===== config.mk =====
export PLATFORM = sky130hd
export DESIGN_NAME = mfp_irq_ctrl_flat
export DESIGN_NICKNAME = d
export VERILOG_FILES = /design/src/rtl/mfp_irq_ctrl_if.sv /design/src/rtl/mfp_irq_ctrl.sv /design/src/flat_wrapper.sv
export SDC_FILE = /design/constraint.sdc
export NUM_CORES = 1
export LEC_CHECK = 0
export ABC_AREA = 1
export CAP_MARGIN = 5
export CORE_AREA = 2 2 97 99
export DETAILED_ROUTE_END_ITERATION = 8
export DIE_AREA = 0 0 99 101
export GPL_TIMING_DRIVEN = 0
export PLACE_DENSITY = 0.78
export RECOVER_POWER = 100
export SLEW_MARGIN = 10
export SYNTH_ARGS = -nofsm -noshare
export SYNTH_HDL_FRONTEND = slang
export SYNTH_SLANG_ARGS = --single-unit
export TNS_END_PERCENT = 5

===== constraint.sdc =====
create_clock -name CLK -period 2.4 [get_ports CLK]
set_input_delay 0.24 -clock CLK [delete_from_list [all_inputs] [get_ports CLK]]
set_output_delay 0.24 -clock CLK [all_outputs]
set_load 0.1 [all_outputs]

===== src/rtl/mfp_irq_ctrl_if.sv =====
// Register-bus and CPU acknowledge signals of the MFP interrupt controller.
// master = bus decoder / CPU side, slave = the controller.
interface mfp_irq_ctrl_if;
  logic       BUS_SEL;
  logic       BUS_WE;
  logic [3:0] BUS_ADDR;
  logic [7:0] BUS_DI;
  logic [7:0] BUS_DO;
  logic       IACK;
  logic       IRQ;
  logic [7:0] VEC;
  logic       VEC_VALID;

  modport master (
    output BUS_SEL, BUS_WE, BUS_ADDR, BUS_DI, IACK,
    input  BUS_DO, IRQ, VEC, VEC_VALID
  );

  modport slave (
    input  BUS_SEL, BUS_WE, BUS_ADDR, BUS_DI, IACK,
    output BUS_DO, IRQ, VEC, VEC_VALID
  );
endinterface


===== src/rtl/mfp_irq_ctrl.sv =====
// MFP interrupt controller: 16 fixed-priority sources with IER/IPR/ISR/IMR/VR
// registers, registered IRQ and a three-state interrupt-acknowledge handshake.
module mfp_irq_ctrl (
  input  logic                 CLK,
  input  logic                 RST,
  input  logic [15:0]          SRC_PULSE,
  mfp_irq_ctrl_if.slave        bus
);

  typedef enum logic [1:0] {S_IDLE, S_VEC, S_HOLD} state_t;

  state_t      state, state_n;
  logic [15:0] ier, ipr, isr, imr;
  logic [15:0] ier_n, ipr_n, isr_n, imr_n;
  logic [7:0]  vr, vr_n;
  logic        iack_r, iack_rise;
  logic        k_valid;
  logic [3:0]  k;
  logic        ack_load, ack_do;
  logic [15:0] ack_clr, ack_set;
  logic [15:0] ipr_v, isr_v;
  logic [4:0]  act, isl;
  logic        irq_q, irq_n;
  logic [7:0]  vec_q, vec_now;
  logic [7:0]  do_q, rd_data;
  logic        wr_en;

  // {found, index} of the highest set bit
  function automatic logic [4:0] hi_idx(input logic [15:0] v);
    logic [4:0] r;
    r = '0;
    for (int unsigned i = 0; i < 16; i++)
      if (v[i]) r = {1'b1, 4'(i)};
    return r;
  endfunction

  assign iack_rise = bus.IACK & ~iack_r;
  assign wr_en     = bus.BUS_SEL & bus.BUS_WE;

  always_ff @(posedge CLK) begin
    if (RST) state <= S_IDLE;
    else     state <= state_n;
  end

  always_comb begin
    state_n  = state;
    ack_load = 1'b0;
    ack_do   = 1'b0;
    unique case (state)
      S_IDLE: if (iack_rise) begin
        state_n  = S_VEC;
        ack_load = 1'b1;
      end
      S_VEC: begin
        state_n = S_HOLD;
        ack_do  = 1'b1;
      end
      S_HOLD: if (!bus.IACK) state_n = S_IDLE;
      default: state_n = S_IDLE;
    endcase
  end

  // Acknowledge effects applied to the registers in the VEC cycle
  always_comb begin
    ack_clr = '0;
    if (ack_do && k_valid) ack_clr = 16'(1) << k;
    ack_set = ack_clr & {16{vr_n[3]}};
  end

  always_comb begin
    ier_n = ier;
    ipr_n = ipr;
    isr_n = isr;
    imr_n = imr;
    vr_n  = vr;
    if (wr_en) begin
      case (bus.BUS_ADDR)
        4'd0: begin ier_n[15:8] = bus.BUS_DI; ipr_n[15:8] = ipr[15:8] & bus.BUS_DI; end
        4'd1: begin ier_n[7:0]  = bus.BUS_DI; ipr_n[7:0]  = ipr[7:0]  & bus.BUS_DI; end
        4'd2: ipr_n[15:8] = ipr[15:8] & bus.BUS_DI;
        4'd3: ipr_n[7:0]  = ipr[7:0]  & bus.BUS_DI;
        4'd4: isr_n[15:8] = isr[15:8] & bus.BUS_DI;
        4'd5: isr_n[7:0]  = isr[7:0]  & bus.BUS_DI;
        4'd6: imr_n[15:8] = bus.BUS_DI;
        4'd7: imr_n[7:0]  = bus.BUS_DI;
        4'd8: begin
          vr_n = bus.BUS_DI;
          if (!bus.BUS_DI[3]) isr_n = '0;
        end
        default: ;
      endcase
    end
    ipr_n = (ipr_n & ~ack_clr) | (SRC_PULSE & ier);
    isr_n = isr_n | ack_set;
  end

  // IRQ looks ahead through the acknowledge clear/set only, so it drops the
  // cycle after VEC while pulses and bus writes keep their two-cycle latency.
  always_comb begin
    ipr_v = ipr & ~ack_clr;
    isr_v = isr | ack_set;
    act   = hi_idx(ipr_v & imr);
    isl   = hi_idx(isr_v);
    irq_n = act[4] && (!isl[4] || (act[3:0] > isl[3:0]));
  end

  always_comb begin
    rd_data = '0;
    case (bus.BUS_ADDR)
      4'd0: rd_data = ier[15:8];
      4'd1: rd_data = ier[7:0];
      4'd2: rd_data = ipr[15:8];
      4'd3: rd_data = ipr[7:0];
      4'd4: rd_data = isr[15:8];
      4'd5: rd_data = isr[7:0];
      4'd6: rd_data = imr[15:8];
      4'd7: rd_data = imr[7:0];
      4'd8: rd_data = vr;
      default: rd_data = '0;
    endcase
  end

  assign vec_now = k_valid ? {vr[7:4], k} : 8'h18;

  always_ff @(posedge CLK) begin
    if (RST) begin
      ier     <= '0;
      ipr     <= '0;
      isr     <= '0;
      imr     <= '0;
      vr      <= '0;
      iack_r  <= bus.IACK;   // a level held through reset is not an edge
      k_valid <= 1'b0;
      k       <= '0;
      irq_q   <= 1'b0;
      vec_q   <= '0;
      do_q    <= '0;
    end else begin
      ier    <= ier_n;
      ipr    <= ipr_n;
      isr    <= isr_n;
      imr    <= imr_n;
      vr     <= vr_n;
      iack_r <= bus.IACK;
      irq_q  <= irq_n;
      if (ack_load) begin
        k_valid <= irq_q & act[4];
        k       <= act[3:0];
      end
      if (state == S_VEC) vec_q <= vec_now;
      if (bus.BUS_SEL && !bus.BUS_WE) do_q <= rd_data;
    end
  end

  assign bus.IRQ       = irq_q;
  assign bus.VEC       = (state == S_VEC) ? vec_now : vec_q;
  assign bus.VEC_VALID = (state == S_VEC);
  assign bus.BUS_DO    = do_q;

endmodule


===== src/flat_wrapper.sv =====
// flat-port wrapper written by rule: the top's interface ports become plain ports
module mfp_irq_ctrl_flat 
  (CLK, RST, SRC_PULSE, bus_BUS_SEL, bus_BUS_WE, bus_BUS_ADDR, bus_BUS_DI, bus_IACK, bus_BUS_DO, bus_IRQ, bus_VEC, bus_VEC_VALID);
  mfp_irq_ctrl_if bus_i ();
  input  logic CLK;
  input  logic RST;
  input  logic [15:0] SRC_PULSE;
  input wire logic [$bits(bus_i.BUS_SEL)-1:0] bus_BUS_SEL;
  input wire logic [$bits(bus_i.BUS_WE)-1:0] bus_BUS_WE;
  input wire logic [$bits(bus_i.BUS_ADDR)-1:0] bus_BUS_ADDR;
  input wire logic [$bits(bus_i.BUS_DI)-1:0] bus_BUS_DI;
  input wire logic [$bits(bus_i.IACK)-1:0] bus_IACK;
  output wire logic [$bits(bus_i.BUS_DO)-1:0] bus_BUS_DO;
  output wire logic [$bits(bus_i.IRQ)-1:0] bus_IRQ;
  output wire logic [$bits(bus_i.VEC)-1:0] bus_VEC;
  output wire logic [$bits(bus_i.VEC_VALID)-1:0] bus_VEC_VALID;
  assign bus_i.BUS_SEL = bus_BUS_SEL;
  assign bus_i.BUS_WE = bus_BUS_WE;
  assign bus_i.BUS_ADDR = bus_BUS_ADDR;
  assign bus_i.BUS_DI = bus_BUS_DI;
  assign bus_i.IACK = bus_IACK;
  assign bus_BUS_DO = bus_i.BUS_DO;
  assign bus_IRQ = bus_i.IRQ;
  assign bus_VEC = bus_i.VEC;
  assign bus_VEC_VALID = bus_i.VEC_VALID;
  mfp_irq_ctrl u_core (.CLK(CLK), .RST(RST), .SRC_PULSE(SRC_PULSE), .bus(bus_i));
endmodule

==> results of run 1 <==
## how the worst max path moves through the flow
stage | endpoint | slack [ns] | cells past startpoint
2_1_floorplan | u_core.vec_q[3] | 0.04 | 5
3_3_place_gp | u_core.bus.IRQ | -0.72 | 27
3_5_place_dp | u_core.bus.IRQ | -0.75 | 27
4_1_cts | u_core.bus.IRQ | -0.19 | 20
5_1_grt | u_core.bus.IRQ | -0.52 | 23
6_report | u_core.bus.IRQ | -0.35 | 15
## area by class of cell
| cell class | instances | area, µm² |
|---|---|---|
| buffer | 18 | 96.3 |
| clock buffer | 9 | 124 |
| clock inverter | 6 | 115 |
| fill | 782 | 2660 |
| inverter | 150 | 574 |
| multi-input combinational | 461 | 2590 |
| sequential | 97 | 1950 |
| tap | 111 | 139 |
| timing repair buffer | 79 | 729 |
## layer usage
metal	global-route usage, %	vias to the layer above	wire, µm
met3	5.20	96	1990
met2	57.9	436	8240
met4	18.8	0	1090
met5	0	-	0
met1	48.2	2561	7260
li1	-	2582	-
## critical path, stage by stage, from the launching register on
cell	delay, ns
dfxtp_2	0.33
buf_6	0.14
nor3_1	0.35
inv_1	0.11
nor2_1	0.28
nor2_1	0.09
nand2_1	0.11
nand2_2	0.08
nor2_1	0.09
nor2_1	0.05
o21bai_1	0.22
ha_1	0.31
a21oi_2	0.16
o21ai_1	0.07
a32oi_1	0.19
nor2_1	0.07
## cells by family after synthesis
logic type / Yosys count / synth area share, %
AO/OA/AOI/OAI: 167 / 22.9
adder cells (fa/ha/maj): 4 / 1.01
buffers and inverters: 168 / 13.1
flip-flops: 97 / 39.0
AND/OR/NAND/NOR: 290 / 24.0
## repair_timing
| item | 4_1_cts | 5_1_grt |
|---|---|---|
| pin swaps | 15 | 19 |
| gates resized for setup | 63 | 35 |
| setup endpoints to repair | 10 | 25 |
| setup buffers | 17 | 13 |
## stage by stage
step | utilization [%] | TNS [ns] | hold slack (ns) | area, µm² | cells
after global placement | 62.5 | -4.22 | 0.448 | 5610 | 886
after CTS | 68.1 | -0.233 | 0.354 | 6120 | 918
after global routing | 70.4 | -0.808 | 0.422 | 6320 | 931
after floorplan | - | 0 | 0.268 | 4980 | 726
final | 70.4 | -0.557 | 0.404 | 6320 | 931
after detailed placement | 62.5 | -5.43 | 0.453 | 5610 | 886
## cell usage in the layout, fill, tap and decap left out, types with 5 or more instances in the layout
cell / n
o21ai_0: 22
o211ai_1: 11
o22ai_1: 12
buf_4: 29
nand2_1: 158
nor3_1: 5
dfxtp_1: 91
clkbuf_1: 12
nor2_2: 11
clkdlybuf4s15_2: 7
nand3_1: 23
nor2_1: 58
inv_1: 128
nand2_2: 8
nor2_4: 6
dlygate4sd2_1: 6
inv_2: 17
o221ai_1: 6
clkbuf_8: 9
clkdlybuf4s50_1: 32
a21oi_1: 45
a221oi_1: 48
## state kept, by name (all words and copies together) (netlist names)
name and cells:
u_core.k_valid 1, u_core.vr 8, u_core.iack_r 1, u_core.ipr 16
u_core.ier 16, u_core.bus.IRQ 1, u_core.k 4, u_core.bus.BUS_DO 8
u_core.isr 16, u_core.state 2, u_core.imr 16, u_core.vec_q 8
## power by group through the flow
stage	registers [W]	clock network [W]	logic, W
after floorplan	0.00168	0	0.000146
after global placement	0.00168	0	0.000270
after detailed placement	0.00168	0	0.000274
after CTS	0.00165	0.00131	0.000284
after global routing	0.00165	0.00137	0.000336
final	0.00165	0.00131	0.000320
==> qor.txt, run 1 <==
DETAILED ROUTING
--------------------------------------------------------------------------------
Total wire length                                                       18600 µm
Residual DRC count                                                             0
Detailed router's first-iteration violation count                            703
Final routed wire length divided by cell count                           20.0 µm
Antenna Nets Post-Route                                                        0
Vias post-DR                                                                5675
Router iterations before antenna repair                                        6
Vias/cell                                                                   6.10

YOSYS
--------------------------------------------------------------------------------
Sequential area share after synthesis                                      39.0%
Share of async-settable or async-resettable flops after synthesis             0%
Post-synth top cells                                                nand2_1, inv_1, dfxtp_1
Dominant cells by area after synthesis                              dfxtp_1, nand2_1, inv_1, a221oi_1, nor2_1
Number of instances in the synthesized netlist                               726
Number of library cell types mapped by synthesis                              41
Area share of the largest cell type after synthesis                        39.0%
Avg Cell Area, Syn                                                      6.85 µm²
Post-synth EDFFs                                                               0
Synth Register Bits                                                           97
Top_reg_cell synth                                                       dfxtp_1
Number of nets in the synthesized netlist                                    763
Synth warn                                                                     0
Cell with the most instances after synthesis                             nand2_1
Cell taking the most area after synthesis                                dfxtp_1
Combined area of all synthesized cells                                  4970 µm²

FLOORPLANNING
--------------------------------------------------------------------------------
Chip Height                                                               101 µm
Die Width                                                                  99 µm
Cell row count                                                                35
Die Outline Area                                                       10000 µm²
I/O pin cnt                                                                   51
Area inside the core boundary                                           8980 µm²
Initial core utilization                                                   55.4%

CLOCKING
--------------------------------------------------------------------------------
Skew-Pair Late Insertion Delay                                           0.37 ns
CTS H-Tree Depth                                                               3
Reg clk slew, reported paths                                             0.10 ns
Inserted Clock Buffers                                                         9
Clock tree from TritonCTS                                                   done
CTS max path bufs                                                              2
Clock root cell                                                         clkbuf_8
Total clock sinks                                                             97
Post-CTS Hold Buffers                                                          0

WORST SETUP PATH
--------------------------------------------------------------------------------
Arrival @ worst endpoint                                                 3.02 ns
Worst-path maximum fanout                                                      8
R2R Path Start                                                       u_core.k[1]
Critical path type                                                  flop to flop
Critical register-to-register path endpoint                         u_core.bus.IRQ
Register-to-Register Path Depth                                               15
Startpoint Class                                                            flop
Reg2reg setup slack                                                     -0.35 ns
Critical Path End Type                                                      flop
Req. time, crit path                                                     2.67 ns
Critical path startpoint                                             u_core.k[1]

PWR
--------------------------------------------------------------------------------
Total Power                                                            0.00327 W
Maximum VDD drop                                                      0.000297 V
Cell area power density                                               518 nW/µm²
Portion of total power attributed to combinational logic                    9.8%
Net switching power of the design                                     0.000848 W
Leakage power of the design                                              2.59 nW
Clock power frac                                                           39.9%
Proportion of power drawn by flip-flops and latches                        50.3%
Internal power                                                         0.00242 W
Sw Ratio                                                                   25.9%

STA
--------------------------------------------------------------------------------
Transition time at the pin with the least slew margin                   0.968 ns
Setup WS post-layout                                                   -0.354 ns
Final Hold Violating Endpoints                                                 0
Max-slew headroom                                                          35.2%
Final Critical Period                                                    2.75 ns
Fmax                                                                   0.363 GHz
Setup repair after global routing missed its margin                         true
Setup Viol. Count Final                                                        2
Fraction of the cycle the final worst path needs                            115%
Setup skew after layout                                               0.00699 ns
Slew Limit Fails                                                               0

FINISH
--------------------------------------------------------------------------------
Layout cells sized above 1                                                 16.5%
Number of nets at the end of the flow                                        853
Area grow syn2layout                                                       27.1%
Antenna Diode Count                                                            0

GLOBAL ROUTING
--------------------------------------------------------------------------------
Initial antenna violation count                                                0
Grt total ovfl                                                                 0
Maximum number of pins on one net before global-route repair                  17
GRT Resource Usage Total                                                   36.4%
Vias in the first global route                                              5224
Global-route wire length before repair                                  27800 µm

PLACED DESIGN
--------------------------------------------------------------------------------
Estimated wirelength of the detail-placed design                        13600 µm
PortBufs                                                                      49
Setup WS pre-CTS                                                       -0.753 ns
Routability cong.                                                           1.05

HOLD PATH
--------------------------------------------------------------------------------
Class of the tightest hold or removal check                         primary input to flop
Hold_sp                                                               bus_BUS_WE
Worst hold path depth                                                          4
Hold EP                                                             u_core.bus.BUS_DO[2]

STATUS
--------------------------------------------------------------------------------
Result of the run                                                   finished, violations left
Violated checks                                                     negative setup slack

RUN
--------------------------------------------------------------------------------
Total of max-cap violations                                                    0

No activity file was read; power rests on OpenSTA's default activity.
==> inputs of run 2 (changes only) <==
- SETUP_SLACK_MARGIN: unset -> 0.5
==> qor.txt, run 2 (synthesis gave the netlist of run 1 again) <==
STATUS
---------------------------------------------------------------------------
Result of the run                                              finished, violations left
Violated checks                                                negative setup slack

STA
---------------------------------------------------------------------------
Setup Viol. Count Final                                                   2   unchanged
Fmax                                                              0.356 GHz   -2.0%
Setup skew after layout                                          0.00642 ns   -0.000568 ns
Transition time at the pin with the least slew margin              0.959 ns   -0.00975 ns
Setup WS post-layout                                              -0.411 ns   -0.0567 ns
Max-slew headroom                                                     36.3%   +1.1 points
Sum Neg Setup Slack                                               -0.719 ns   -0.163 ns
Final Hold Violating Endpoints                                            0   unchanged
Setup repair after global routing missed its margin                    true
Final Critical Period                                               2.81 ns   +0.0567 ns
Fraction of the cycle the final worst path needs                       117%   +2.4 points
Slew Limit Fails                                                          0   unchanged

FINISH
---------------------------------------------------------------------------
Utilization after layout                                              72.6%   +2.2 points
Post-layout instance count excluding filler cells                       934   +0.32%
Multi-input logic area                                             2760 µm²   +6.8%
Fill cell count                                                         753   -3.7%
Reg area                                                           1950 µm²   unchanged
Area grow syn2layout                                                  31.0%
Layout cells sized above 1                                            20.4%   +3.9 points
Most common cell after layout, fill and taps aside                  nand2_1
Commonest cells after routing, fill and taps aside             nand2_1, inv_1, dfxtp_1
Antenna Diode Count                                                       0   unchanged
Number of nets at the end of the flow                                   856   +0.35%

FLOORPLANNING
---------------------------------------------------------------------------
Die Width                                                             99 µm   unchanged
Area inside the core boundary                                      8980 µm²   unchanged
I/O pin cnt                                                              51   unchanged
Initial core utilization                                              55.4%   unchanged
Die Outline Area                                                  10000 µm²   unchanged
Chip Height                                                          101 µm   unchanged
Cell row count                                                           35   unchanged

PWR
---------------------------------------------------------------------------
Total Power                                                       0.00330 W   +0.86%
Cell area power density                                          506 nW/µm²   -2.2%
Clock power frac                                                      39.5%   -0.4 points
Maximum VDD drop                                                 0.000301 V   +1.4%
Sw Ratio                                                              26.2%   +0.31 points
Internal power                                                    0.00243 W   +0.44%
Portion of total power attributed to combinational logic              10.5%   +0.7 points
Leakage power of the design                                         2.69 nW   +3.7%
Net switching power of the design                                0.000866 W   +2.1%
Proportion of power drawn by flip-flops and latches                   49.9%   -0.4 points

WORST SETUP PATH
---------------------------------------------------------------------------
Worst-path maximum fanout                                                 8   unchanged
Req. time, crit path                                                2.67 ns   about the same
Critical path type                                             flop to flop
Critical Path End Type                                                 flop
Startpoint Class                                                       flop
Arrival @ worst endpoint                                            3.08 ns   +0.06 ns

DETAILED ROUTING
---------------------------------------------------------------------------
Final routed wire length divided by cell count                      20.5 µm   +2.5%
Antenna Nets Post-Route                                                   0   unchanged
Vias post-DR                                                           5869   +3.4%
Total wire length                                                  19100 µm   +2.8%
Residual DRC count                                                        0   unchanged
Router iterations before antenna repair                                   6   unchanged
Detailed router's first-iteration violation count                       756   +7.5%
Vias/cell                                                              6.28   +3.1%

PLACED DESIGN
---------------------------------------------------------------------------
PortBufs                                                                 49   unchanged
Number of placed instances with taps included                           886   unchanged
Estimated wirelength of the detail-placed design                   13600 µm   unchanged
Routability cong.                                                      1.05   unchanged

GLOBAL ROUTING
---------------------------------------------------------------------------
Initial antenna violation count                                           0   unchanged
Grt total ovfl                                                            0   unchanged
GRT Resource Usage Total                                              36.6%   +0.20 points
Maximum number of pins on one net before global-route repair             17   unchanged
Vias in the first global route                                         5285   +1.2%
Global-route wire length before repair                             27900 µm   +0.52%

HOLD PATH
---------------------------------------------------------------------------
Class of the tightest hold or removal check                    primary input to flop

RUN
---------------------------------------------------------------------------
Total of max-cap violations                                               0   unchanged

CLOCKING
---------------------------------------------------------------------------
Clock tree from TritonCTS                                              done
Clock root cell                                                    clkbuf_8
Skew-Pair Late Insertion Delay                                      0.37 ns   about the same
Inserted Clock Buffers                                                    9   unchanged
Reg clk slew, reported paths                                        0.10 ns   about the same
CTS max path bufs                                                         2   unchanged
Total clock sinks                                                        97   unchanged
CTS H-Tree Depth                                                          3   unchanged
Post-CTS Hold Buffers                                                     0   unchanged

-- run 2: changes by cell type in the layout (fill, tap and decap cells not counted), sizes merged --
cell / delta
buf: +12
clkdlybuf4s50: -9
clkdlybuf4s15: -7
dlygate4sd2: +7
clkbuf: +1
clkinvlp: +1
dlymetal6s2s: -1
inv: -1
-- run 2: area by class of cell --
type | count | share of cell area, %
inverter | 150 | 8.91
buffer | 18 | 1.65
timing repair buffer | 82 | 11.2
sequential | 97 | 30.0
multi-input combinational | 461 | 42.4
clock inverter | 6 | 1.77
clock buffer | 9 | 1.90
tap | 111 | 2.13
-- run 2: path summary, 6_finish.rpt --
| check | slack, ns | depth (start not counted) | to | from |
|---|---|---|---|---|
| setup / recovery | -0.41 | 18 | u_core.bus.IRQ | u_core.k[1] |
| hold / removal | 0.41 | 3 | u_core.ipr[10] | SRC_PULSE[10] |
| setup reg to reg | -0.41 | 18 | u_core.bus.IRQ | u_core.k[1] |
| hold reg to reg | 0.47 | 2 | u_core.ipr[8] | u_core.ier[8] |
-- run 2: power by group through the flow --
stage / clock network [W] / logic [W] / registers [W]
2_1_floorplan: 0 / 0.000146 / 0.00168
3_3_place_gp: 0 / 0.000270 / 0.00168
3_5_place_dp: 0 / 0.000274 / 0.00168
4_1_cts: 0.00131 / 0.000292 / 0.00165
5_1_grt: 0.00136 / 0.000363 / 0.00165
6_report: 0.00130 / 0.000348 / 0.00165
-- run 2: worst max-delay path: stages, from the launching register on --
cell	delay, ns
dfxtp_2	0.34
buf_6	0.14
clkinvlp_4	0.17
buf_4	0.18
nor3_2	0.14
inv_2	0.09
nor2_4	0.16
nor2_1	0.07
nand2_1	0.10
nand2_2	0.06
a31oi_1	0.16
nor2_1	0.06
nor2_1	0.11
o21bai_1	0.11
ha_1	0.35
a21oi_2	0.15
o21ai_1	0.07
a32oi_1	0.17
nor2_1	0.08
-- run 2: repair_timing --
item / in CTS / in global routing
pin swaps: 19 / 27
gates resized for setup: 123 / 70
endpoints found under the setup margin: 71 / 53
setup buffers: 17 / 16
-- run 2: metrics by stage --
| step | setup slack, ns | hold WS, ns | cell area, µm² |
|---|---|---|---|
| finish | -0.411 | 0.414 | 6520 |
| global route | -0.519 | 0.434 | 6520 |
| CTS | -0.187 | 0.354 | 6150 |
| detailed placement | -0.753 | 0.453 | 5610 |
| global placement | -0.718 | 0.448 | 5610 |
| floorplan | 0.0378 | 0.268 | 4980 |
-- run 2: layer usage --
metal,wire length [µm],GRT usage [%]
met5,0,0
met3,2080,6.80
met4,1310,19.5
met2,8390,58.2
met1,7340,47.3
